`src/rtl/dm_load_unit.sv`:
```
// Load path of the data memory: issues one word read per load, extracts the byte/halfword
// lane (little-endian), sign/zero-extends it and returns it over a valid/ready handshake.
module dm_load_unit #(
  parameter int ADDR_W  = 12,
  parameter int MEM_LAT = 1
) (
  input  logic              clk,
  input  logic              reset,
  input  logic              req_valid,
  output logic              req_ready,
  input  logic [2:0]        req_op,
  input  logic [31:0]       req_addr,
  input  logic [31:0]       req_pc,
  output logic              mem_re,
  output logic [ADDR_W-3:0] mem_addr,
  input  logic [31:0]       mem_rdata,
  output logic              rsp_valid,
  input  logic              rsp_ready,
  output logic [31:0]       rsp_data,
  output logic              rsp_err,
  output logic [31:0]       rsp_pc,
  output logic              busy
);

  localparam int CNT_W = 3;

  typedef enum logic [1:0] {ST_IDLE, ST_READ, ST_RESP} state_t;
  typedef enum logic [2:0] {
    OP_LW  = 3'b000,
    OP_LB  = 3'b001,
    OP_LBU = 3'b010,
    OP_LH  = 3'b011,
    OP_LHU = 3'b100
  } op_t;

  state_t            r_state;
  state_t            w_next;
  logic [2:0]        r_op;
  logic [1:0]        r_lane;
  logic [31:0]       r_pc;
  logic [31:0]       r_data;
  logic              r_err;
  logic [CNT_W-1:0]  r_cnt;

  logic              w_accept;
  logic              w_legal_op;
  logic              w_misalign;
  logic              w_go_read;
  logic [7:0]        w_byte;
  logic [15:0]       w_half;
  logic [31:0]       w_ext;

  assign req_ready = (r_state == ST_IDLE);
  assign busy      = (r_state != ST_IDLE);
  assign rsp_valid = (r_state == ST_RESP);
  assign rsp_data  = r_data;
  assign rsp_err   = r_err;
  assign rsp_pc    = r_pc;

  // Reset dominates, so a request presented during reset is never accepted.
  assign w_accept   = req_valid & req_ready & ~reset;
  assign w_legal_op = (req_op <= OP_LHU);
  assign w_misalign = ((req_op == OP_LW) && (req_addr[1:0] != 2'b00)) ||
                      (((req_op == OP_LH) || (req_op == OP_LHU)) && req_addr[0]);
  assign w_go_read  = w_accept & w_legal_op & ~w_misalign;

  assign mem_re   = w_go_read;
  assign mem_addr = req_addr[ADDR_W-1:2];

  always_comb begin
    w_byte = 8'h00;
    case (r_lane)
      2'b00:   w_byte = mem_rdata[7:0];
      2'b01:   w_byte = mem_rdata[15:8];
      2'b10:   w_byte = mem_rdata[23:16];
      default: w_byte = mem_rdata[31:24];
    endcase
    w_half = r_lane[1] ? mem_rdata[31:16] : mem_rdata[15:0];
    case (r_op)
      OP_LB:   w_ext = {{24{w_byte[7]}}, w_byte};
      OP_LBU:  w_ext = {24'h000000, w_byte};
      OP_LH:   w_ext = {{16{w_half[15]}}, w_half};
      OP_LHU:  w_ext = {16'h0000, w_half};
      default: w_ext = mem_rdata;
    endcase
  end

  always_comb begin
    w_next = r_state;
    case (r_state)
      ST_IDLE: if (w_accept) w_next = w_go_read ? ST_READ : ST_RESP;
      ST_READ: if (r_cnt == '0) w_next = ST_RESP;
      ST_RESP: if (rsp_ready) w_next = ST_IDLE;
      default: w_next = ST_IDLE;
    endcase
  end

  always_ff @(posedge clk) begin
    if (reset) begin
      r_state <= ST_IDLE;
      r_op    <= '0;
      r_lane  <= '0;
      r_pc    <= '0;
      r_data  <= '0;
      r_err   <= 1'b0;
      r_cnt   <= '0;
    end else begin
      r_state <= w_next;
      if (w_accept) begin
        r_op   <= req_op;
        r_lane <= req_addr[1:0];
        r_pc   <= req_pc;
        r_data <= '0;
        r_err  <= ~w_go_read;
        r_cnt  <= CNT_W'(MEM_LAT - 1);
      end
      // Counter reaches zero in the cycle the RAM word is valid (MEM_LAT after mem_re).
      if (r_state == ST_READ) begin
        if (r_cnt == '0) r_data <= w_ext;
        else             r_cnt  <= r_cnt - 1'b1;
      end
    end
  end

endmodule
```
`config.mk`:
```
export PLATFORM = sky130hd
export DESIGN_NAME = dm_load_unit
export DESIGN_NICKNAME = d
export VERILOG_FILES = /design/src/rtl/dm_load_unit.sv
export SDC_FILE = /design/constraint.sdc
export NUM_CORES = 1
export LEC_CHECK = 0
export ABC_AREA = 1
export CAP_MARGIN = 20
export CORE_ASPECT_RATIO = 0.9
export CORE_MARGIN = 5
export CORE_UTILIZATION = 25
export CTS_CLUSTER_DIAMETER = 60
export DETAILED_ROUTE_END_ITERATION = 12
export PLACE_DENSITY = 0.5
export SETUP_SLACK_MARGIN = 0.05
export SLEW_MARGIN = 20
export SYNTH_ARGS = -nofsm -noshare
export SYNTH_HDL_FRONTEND = slang
export SYNTH_SLANG_ARGS = --single-unit
```
`constraint.sdc`:
```
create_clock -name clk -period 1.6 [get_ports clk]
set_input_delay 0.32 -clock clk [delete_from_list [all_inputs] [get_ports clk]]
set_output_delay 0.32 -clock clk [all_outputs]
set_load 0.03 [all_outputs]
```
Word-level counts from Yosys, hierarchy flattened
Cells that the tools add are included.
{"block": "word_totals", "out_inout_bits": 79, "elab_cells": 54, "regBits": 75, "in_bits": 103}
{"block": "op_classes", "mux": 14, "n_addsub": 1, "magnitude_cmp": 1, "n_reduce_logical": 11, "n_eq_ne": 13, "bitwise": 7}
{"operator": "one-hot mux 32 bit (4 select lines)", "count": 1}
{"operator": "2-to-1 mux 32 bit", "count": 3}
{"operator": "one-hot mux 8 bit (3 select lines)", "count": 1}
{"operator": "2-to-1 mux 16 bit", "count": 1}
{"operator": "equality test 3 x 2 -> 1 bit (second input constant)", "count": 3}
{"operator": "2-to-1 mux 3 bit", "count": 3}
{"operator": "2-to-1 mux 2 bit", "count": 4}
{"operator": "equality test 3 bit (second input constant)", "count": 2}
{"operator": "zero test 3 bit", "count": 2}
{"operator": "one-hot mux 2 bit (3 select lines)", "count": 1}
{"operator": "AND 1 bit", "count": 4}
{"operator": "equality test 2 x 1 -> 1 bit (second input constant)", "count": 2}
{"operator": "equality test 2 bit (second input constant)", "count": 2}
{"operator": "zero test 2 bit", "count": 2}
{"operator": "!= test 2 x 1 -> 1 bit (second input constant)", "count": 2}
{"operator": "nonzero test 2 bit", "count": 2}
{"operator": "equality test 3 x 1 -> 1 bit (second input constant)", "count": 1}
{"operator": "<= comparator 3 bit (second input constant)", "count": 1}
{"operator": "inverter 1 bit", "count": 3}
{"operator": "AND reduction 3 bit", "count": 1}
{"operator": "subtractor 3 x 1 -> 3 bit (second input constant)", "count": 1}
{"operator": "logical AND 1 bit", "count": 2}
{"operator": "logical OR 1 bit", "count": 2}
{"operator": "!= test 2 bit (second input constant)", "count": 1}

Logic depth before layout (Yosys ltp)
Gate-level depths: netlist of run 1.
{"block": "logic_depth", "depth_word": 9, "mapped_depth": 10}

Worst setup path before layout of run 1
No wires, ideal clock.
{"block": "synth_timing", "path_type": "flip-flop to output port", "start": "register r_state[0]", "end": "output port mem_re", "stages_incl_launch_ff": 8, "arrival_time_ns": 1.298, "slack_ns": -0.018, "path_buffers": 0, "t_required_ns": 1.280, "cell_sequence": "dfxtp_1 -> nor2_2 -> nand2_1 -> inv_1 -> nand2_1 -> nor2_1 -> nand3_1 -> inv_1"}
{"block": "synth_between", "elab_chain_cells": 5}
{"element": "start: declaration", "line_no": "36", "text": "state_t r_state;"}
{"element": "start signal: assignment", "line_no": "108", "text": "r_state <= w_next;"}
{"element": "zero test 2 bit", "line_no": "53", "text": "assign req_ready = (r_state == ST_IDLE);"}
{"element": "via req_ready", "line_no": "10", "text": "output logic req_ready,"}
{"element": "AND 1 bit (2 in a row)", "line_no": "61", "text": "assign w_accept = req_valid & req_ready & ~reset;"}
{"element": "AND 1 bit (2 in a row)", "line_no": "65", "text": "assign w_go_read = w_accept & w_legal_op & ~w_misalign;"}
{"element": "end: declaration", "line_no": "14", "text": "output logic mem_re,"}
The timed path passes the listed nets, and every way through them passes these cells.

Worst setup path after layout of run 1
{"block": "layout_timing", "start": "register r_state[1]", "end": "output port mem_re"}
{"block": "layout_between", "elab_chain_cells": 5}
{"element": "zero test 2 bit", "line_no": "53"}
{"element": "AND 1 bit (2 in a row)", "line_no": "61"}
{"element": "AND 1 bit (2 in a row)", "line_no": "65"}
Every way passes these cells.

==> results of run 1 <==
[cells in the mapped netlist (2+ instances only)]
master	count	share of area, %
buf_4	13	2.6
or2_2	6	0.99
inv_2	2	0.20
buf_2	19	2.5
o21ai_0	25	3.3
nand2_2	4	0.66
a211oi_1	5	0.99
a21oi_2	10	2.3
clkbuf_1	8	0.79
nor2_2	2	0.33
dfxtp_1	75	40
nand3_1	37	4.9
a21oi_1	78	10
nand2_1	187	18
nor2_1	44	4.4
buf_6	2	0.59
inv_1	48	4.7
buf_1	2	0.20
o21a_1	2	0.40
ha_1	2	0.66
[per-stage QoR]
step                TNS (ps)  instance area [µm²]  hold slack, ps  utilization [%]
detailed placement     -5260                 5510             458             37.1
finish                  -125                 5930             464             40.0
floorplan                  0                 3800             455                -
global route            -211                 5930             485             40.0
CTS                     -145                 5780             466             39.0
global placement       -4110                 5510             451             37.1
[area by class of cell]
type | count | area (µm²)
clock inverter | 6 | 71.3
inverter | 50 | 191
fill | 1575 | 8890
multi-input combinational | 408 | 1910
clock buffer | 10 | 239
tap | 198 | 248
sequential | 75 | 1510
timing repair buffer | 183 | 1760
[registers in the layout, indices dropped and copies added (netlist names)]
register	count
r_state	2
rsp_pc	32
rsp_err	1
r_cnt	3
rsp_data	32
r_lane	2
r_op	3
[power breakdown]
part | leakage, nW | switching (mW) | internal (mW)
Clock | 0.146 | 0.875 | 1.26
Combinational | 2.18 | 0.911 | 0.646
Sequential | 0.614 | 0.0681 | 1.98
[path summary, 6_finish.rpt]
kind	end	slack, ps	depth (start not counted)
worst min-delay path	rsp_pc[9]$_SDFFE_PP0P_	460	2
worst max register to register	r_cnt[0]$_SDFF_PP0_	140	8
worst max-delay path	mem_re	-130	8
worst min register to register	rsp_pc[9]$_SDFFE_PP0P_	460	2
[worst reg2reg max path: cells and delay by family (launching register included)]
kind | cells | cell delay, ps
AO/OA/AOI/OAI | 2 | 210
buffers and inverters | 4 | 580
flip-flops | 1 | 340
AND/OR/NAND/NOR | 2 | 200
[layer usage]
layer  share of wire, %  GRT usage [%]
met5                  0              0
met4                1.2           3.65
met3                 10           7.04
met2                 43           22.9
met1                 45           18.4
[timing repair]
item / 4_1_cts / 5_1_grt
buffers inserted: 3 / 3
pin swaps: 1 / 5
setup endpoints to repair: 69 / 37
cloned: 0 / 2
hold endpoints to repair: 0 / 0
gates resized for setup: 73 / 24
[logic make-up (layout without fill, tap and decap cells)]
logic type	Yosys count	after routing	synth area share [%]
AO/OA/AOI/OAI	122	122	17.6
buffers and inverters	94	249	11.6
adder cells (fa/ha/maj)	2	2	0.659
AND/OR/NAND/NOR	284	284	30.6
flip-flops	75	75	39.6
==> impl_results.md, run 1 <==
- IO buf count: approximately 140
- CP Class: flip-flop to output pin
- Core box area: 0.0148 mm²
- Most frequent cells in the layout: 180 x nand2_1, 78 x a21oi_1, 73 x dfxtp_1
- EDFF count, synth: 0
- Post-DP HPWL: around 9.7 mm
- Pwr/cell area: 969 mW/mm²
- Cts hold-fix bufs: 0
- Diodes inserted: 0
- Post-synth ARST share: 0%
- Crit path max-delay family: simple AND/OR/NAND/NOR gates
- Clock Path Buffers: 2
- Worst path max stage delay: 340 ps
- Num rows: 42
- Total track usage: approximately 15%
- Top_reg_cell synth: dfxtp_1
- Final hold violations: 0
- Num CTS Buffers: 9
- Crit path max fanout: 2
- Post-Syn Area: between 0.003 and 0.004 mm²
- Distinct cells, synth: 26
- Global placer's final weighted congestion: 0.838
- First-pass GRT wire length: 21.1 mm
- Final Cycle Share: 108%
- Vias: between 4,000 and 5,000
- Final setup viols: 1
- Avg Cell Area, Syn: approximately 6.6 µm²
- Initial Utilization: 25.6%
- Crit path buffers/inverters: 3
- Post-synthesis sequential area ratio: 39.6%
- Share of layout cells above drive strength 1: between 10 and 15%
- HP Class: flip-flop to flip-flop
- Design Power: ~5.7 mW
- Most common cell after layout, fill and taps aside: nand2_1
- Slowest CP cell: dfxtp_2
- Max_slew headroom: approximately 70%
- Syn nets: between 600 and 700
- Total grt overflow: 0
- Cell leakage power: 2.94 nW
- Worst setup margin: -125 ps
- Clock latency on the worst-skew pair: 350 ps
- Initial drt markers: roughly 230
- Max-slew violation count: 0
- Unrepaired setup endpoints after global routing: yes
- Initial antenna violation count: 0
- Flops & latches, synth: 75
- Layout Cells excl Fill: 930
- Status: finished, violations left
- Root buffer cell: clkbuf_16
- CP cell instances: nor2_4 > nand2_2 > inv_2 > nand2_2 > nor2_1 > nand3_1 > inv_1 > buf_6
- H-tree levels: 3
- Gate Count Post-Synth: approximately 580
- Violated checks: setup timing
- I/O pins: roughly 180
- Dpl ws: -183 ps
- CTS tree: done
- Die area: ~0.018 mm²
- Synth Warn #: 0
- Final nets: 832
- Worst Setup SP: r_state[1]$_SDFFE_PP0P_
- ANT nets after route: 0
- P&R area growth vs syn: 56.2%
- CP endpoint kind: output pin
- Worst hold path startpoint: rsp_pc[9]$_SDFFE_PP0P_
- 1st-pass router iterations: 5
- CP required: ~1300 ps
- Fmax: 0.580 GHz
- Largest net degree at the start of global routing: 39
- Reg2Reg Launch Point: r_state[1]$_SDFFE_PP0P_
- VDD IR max: approximately 0.56 mV
- Placed cell count: approximately 900
- Vias per cell: between 4 and 5
- Skew final: approximately 6 ps
- # DRC: 0
- Clock transition at path regs: around 60 ps
- WL/cell: 14.5 µm
- Clock sinks: 75
- Post-layout min period: between 1500 and 2000 ps
- Max-cap viol count: 0
- Die Ht: ~130 µm
- Top cell by count, worst path: nand2_2
- Chip Width: ~140 µm
- Crit path DAT: between 1000 and 1500 ps
- Startpoint types: flip-flop
- Total length of routed wires: 13.5 mm
- Worst-margin pin slew: ~430 ps
- Vias in the first global route: 4,067
(Power assumes the default switching activity.)
==> run 2, diff against run 1 <==
Settings changed: GPL_TIMING_DRIVEN from default to 0.
==> impl_results.md, run 2 (synthesized netlist as in run 1, its figures left out) <==
- Cts hold-fix bufs: 0
- Diodes inserted: 0
- Chip Width: between 100 and 150 µm
- Reg-to-reg endpoint: rsp_data[2]$_SDFF_PP0_
- Vias in the first global route: between 4,000 and 5,000
- Root buffer cell: clkbuf_16
- H-tree levels: 3
- Vias: between 4,000 and 5,000
- I/O pins: 182
- Worst hold path startpoint: req_op[1]
- Crit path DAT: ~1400 ps
- Initial Utilization: 25.6%
- 1st-pass router iterations: 5
- Fmax: about 0.58 GHz
- Max_slew headroom: between 60% and 70%
- Reg2Reg Launch Point: r_cnt[0]$_SDFF_PP0_
- Clock transition at path regs: approximately 70 ps
- Largest net degree at the start of global routing: 14
- Final nets: ~850
- R2R Setup Slk: 100 ps
- CP Class: primary input to output pin
- Final hold violations: 0
- VDD IR max: between 0.6 and 0.7 mV
- Reg2reg path depth: 9
- Worst hold endpoint: r_op[1]$_SDFFE_PP0P_
- Final setup viols: 1
- Max-cap viol count: 0
- Worst-margin pin slew: roughly 560 ps
- P&R area growth vs syn: 58.9%
- Share of layout cells above drive strength 1: 16.8%
- Total track usage: between 10% and 20%
- First-pass GRT wire length: ~22 mm
- Cell leakage power: approximately 3 nW
- Status: finished, violations left
- Violated checks: setup timing
- Post-layout min period: between 1500 and 2000 ps
- Unrepaired setup endpoints after global routing: yes
- Initial antenna violation count: 0
- Clock latency on the worst-skew pair: approximately 350 ps
- Total length of routed wires: about 14 mm
- Num CTS Buffers: 9
- Worst hold stages: 3
- Dpl ws: -740 ps
- Worst setup margin: -112 ps
- Clock Path Buffers: 2
- Max-slew violation count: 0
- Global placer's final weighted congestion: ~0.89
- Fillers: around 1,600
- Initial drt markers: roughly 250
- Startpoint types: primary input
- Final Cycle Share: 107%
- Pwr/cell area: approximately 970 mW/mm²
- Skew final: between 8 and 9 ps
- Vias per cell: approximately 4.5
- Crit path max fanout: 3
- Clock sinks: between 70 and 80
- Post-DP HPWL: roughly 11 mm
- Total negative setup slack: -112 ps
- Num rows: 42
- Total grt overflow: 0
- Die Ht: 127 µm
- # DRC: 0
- Most frequent cells in the layout: 181 x nand2_1, 81 x clkdlybuf4s50_1, 71 x dfxtp_1
- Die area: between 0.015 and 0.02 mm²
- HP Class: primary input to flip-flop
- Most common cell after layout, fill and taps aside: nand2_1
- ANT nets after route: 0
- IO buf count: approximately 150
- CP endpoint kind: output pin
- Utilization after layout: between 40% and 50%
- CTS tree: done
- WL/cell: between 10 and 15 µm
- Core box area: roughly 0.015 mm²
- CP required: approximately 1300 ps
## run 2: per-stage QoR
step / instance area (µm²) / cells / power [mW] / hold WS, ps
finish: 6030 / 949 / 5.86 / 337
CTS: 5910 / 945 / 5.88 / 464
global route: 6030 / 949 / 6.16 / 346
floorplan: 3800 / 577 / 2.97 / 455
detailed placement: 5560 / 926 / 3.64 / 456
global placement: 5560 / 926 / 3.63 / 452
## run 2: layout make-up
class / instances / area (µm²) / area share (%)
buffer: 44 / 297 / 4.92
clock buffer: 10 / 229 / 3.80
clock inverter: 6 / 87.6 / 1.45
inverter: 50 / 191 / 3.17
multi-input combinational: 408 / 1980 / 32.8
sequential: 75 / 1510 / 25.1
tap: 198 / 248 / 4.11
timing repair buffer: 158 / 1490 / 24.7
## run 2: how the worst max path moves through the flow
stage | endpoint | from | cells past startpoint
3_3_place_gp | mem_re | req_op[0] | 7
2_1_floorplan | mem_re | r_state[0]$_SDFFE_PP0P_ | 7
3_5_place_dp | mem_re | req_op[0] | 7
5_1_grt | mem_re | r_state[1]$_SDFFE_PP0P_ | 8
4_1_cts | mem_re | r_state[0]$_SDFFE_PP0P_ | 8
6_report | mem_re | req_op[0] | 7
## run 2: what timing repair did
action                                  CTS  global route
endpoints found under the setup margin  120            63
cloned                                    0             1
resized for setup                       126            28
buffers inserted                          3             3
pin swaps                                 3             6
## run 2: metal layers
metal	track usage (%)	wire length [µm]
met1	20.1	6370
met3	8.32	1600
met4	4.96	278
met2	23.1	5980
met5	0	0
## run 2: where the power goes
part	internal [mW]	total [mW]	switching (mW)
Combinational	0.602	1.57	0.964
Sequential	1.99	2.05	0.0682
Clock	1.37	2.24	0.864
Total	3.96	5.86	1.90
## run 2: critical path, stage by stage
cell and delay [ps]:
clkdlybuf4s50_1 520, nor2_2 60, buf_4 130, nand2_1 70, nand3_2 100, inv_2 70
buf_6 120
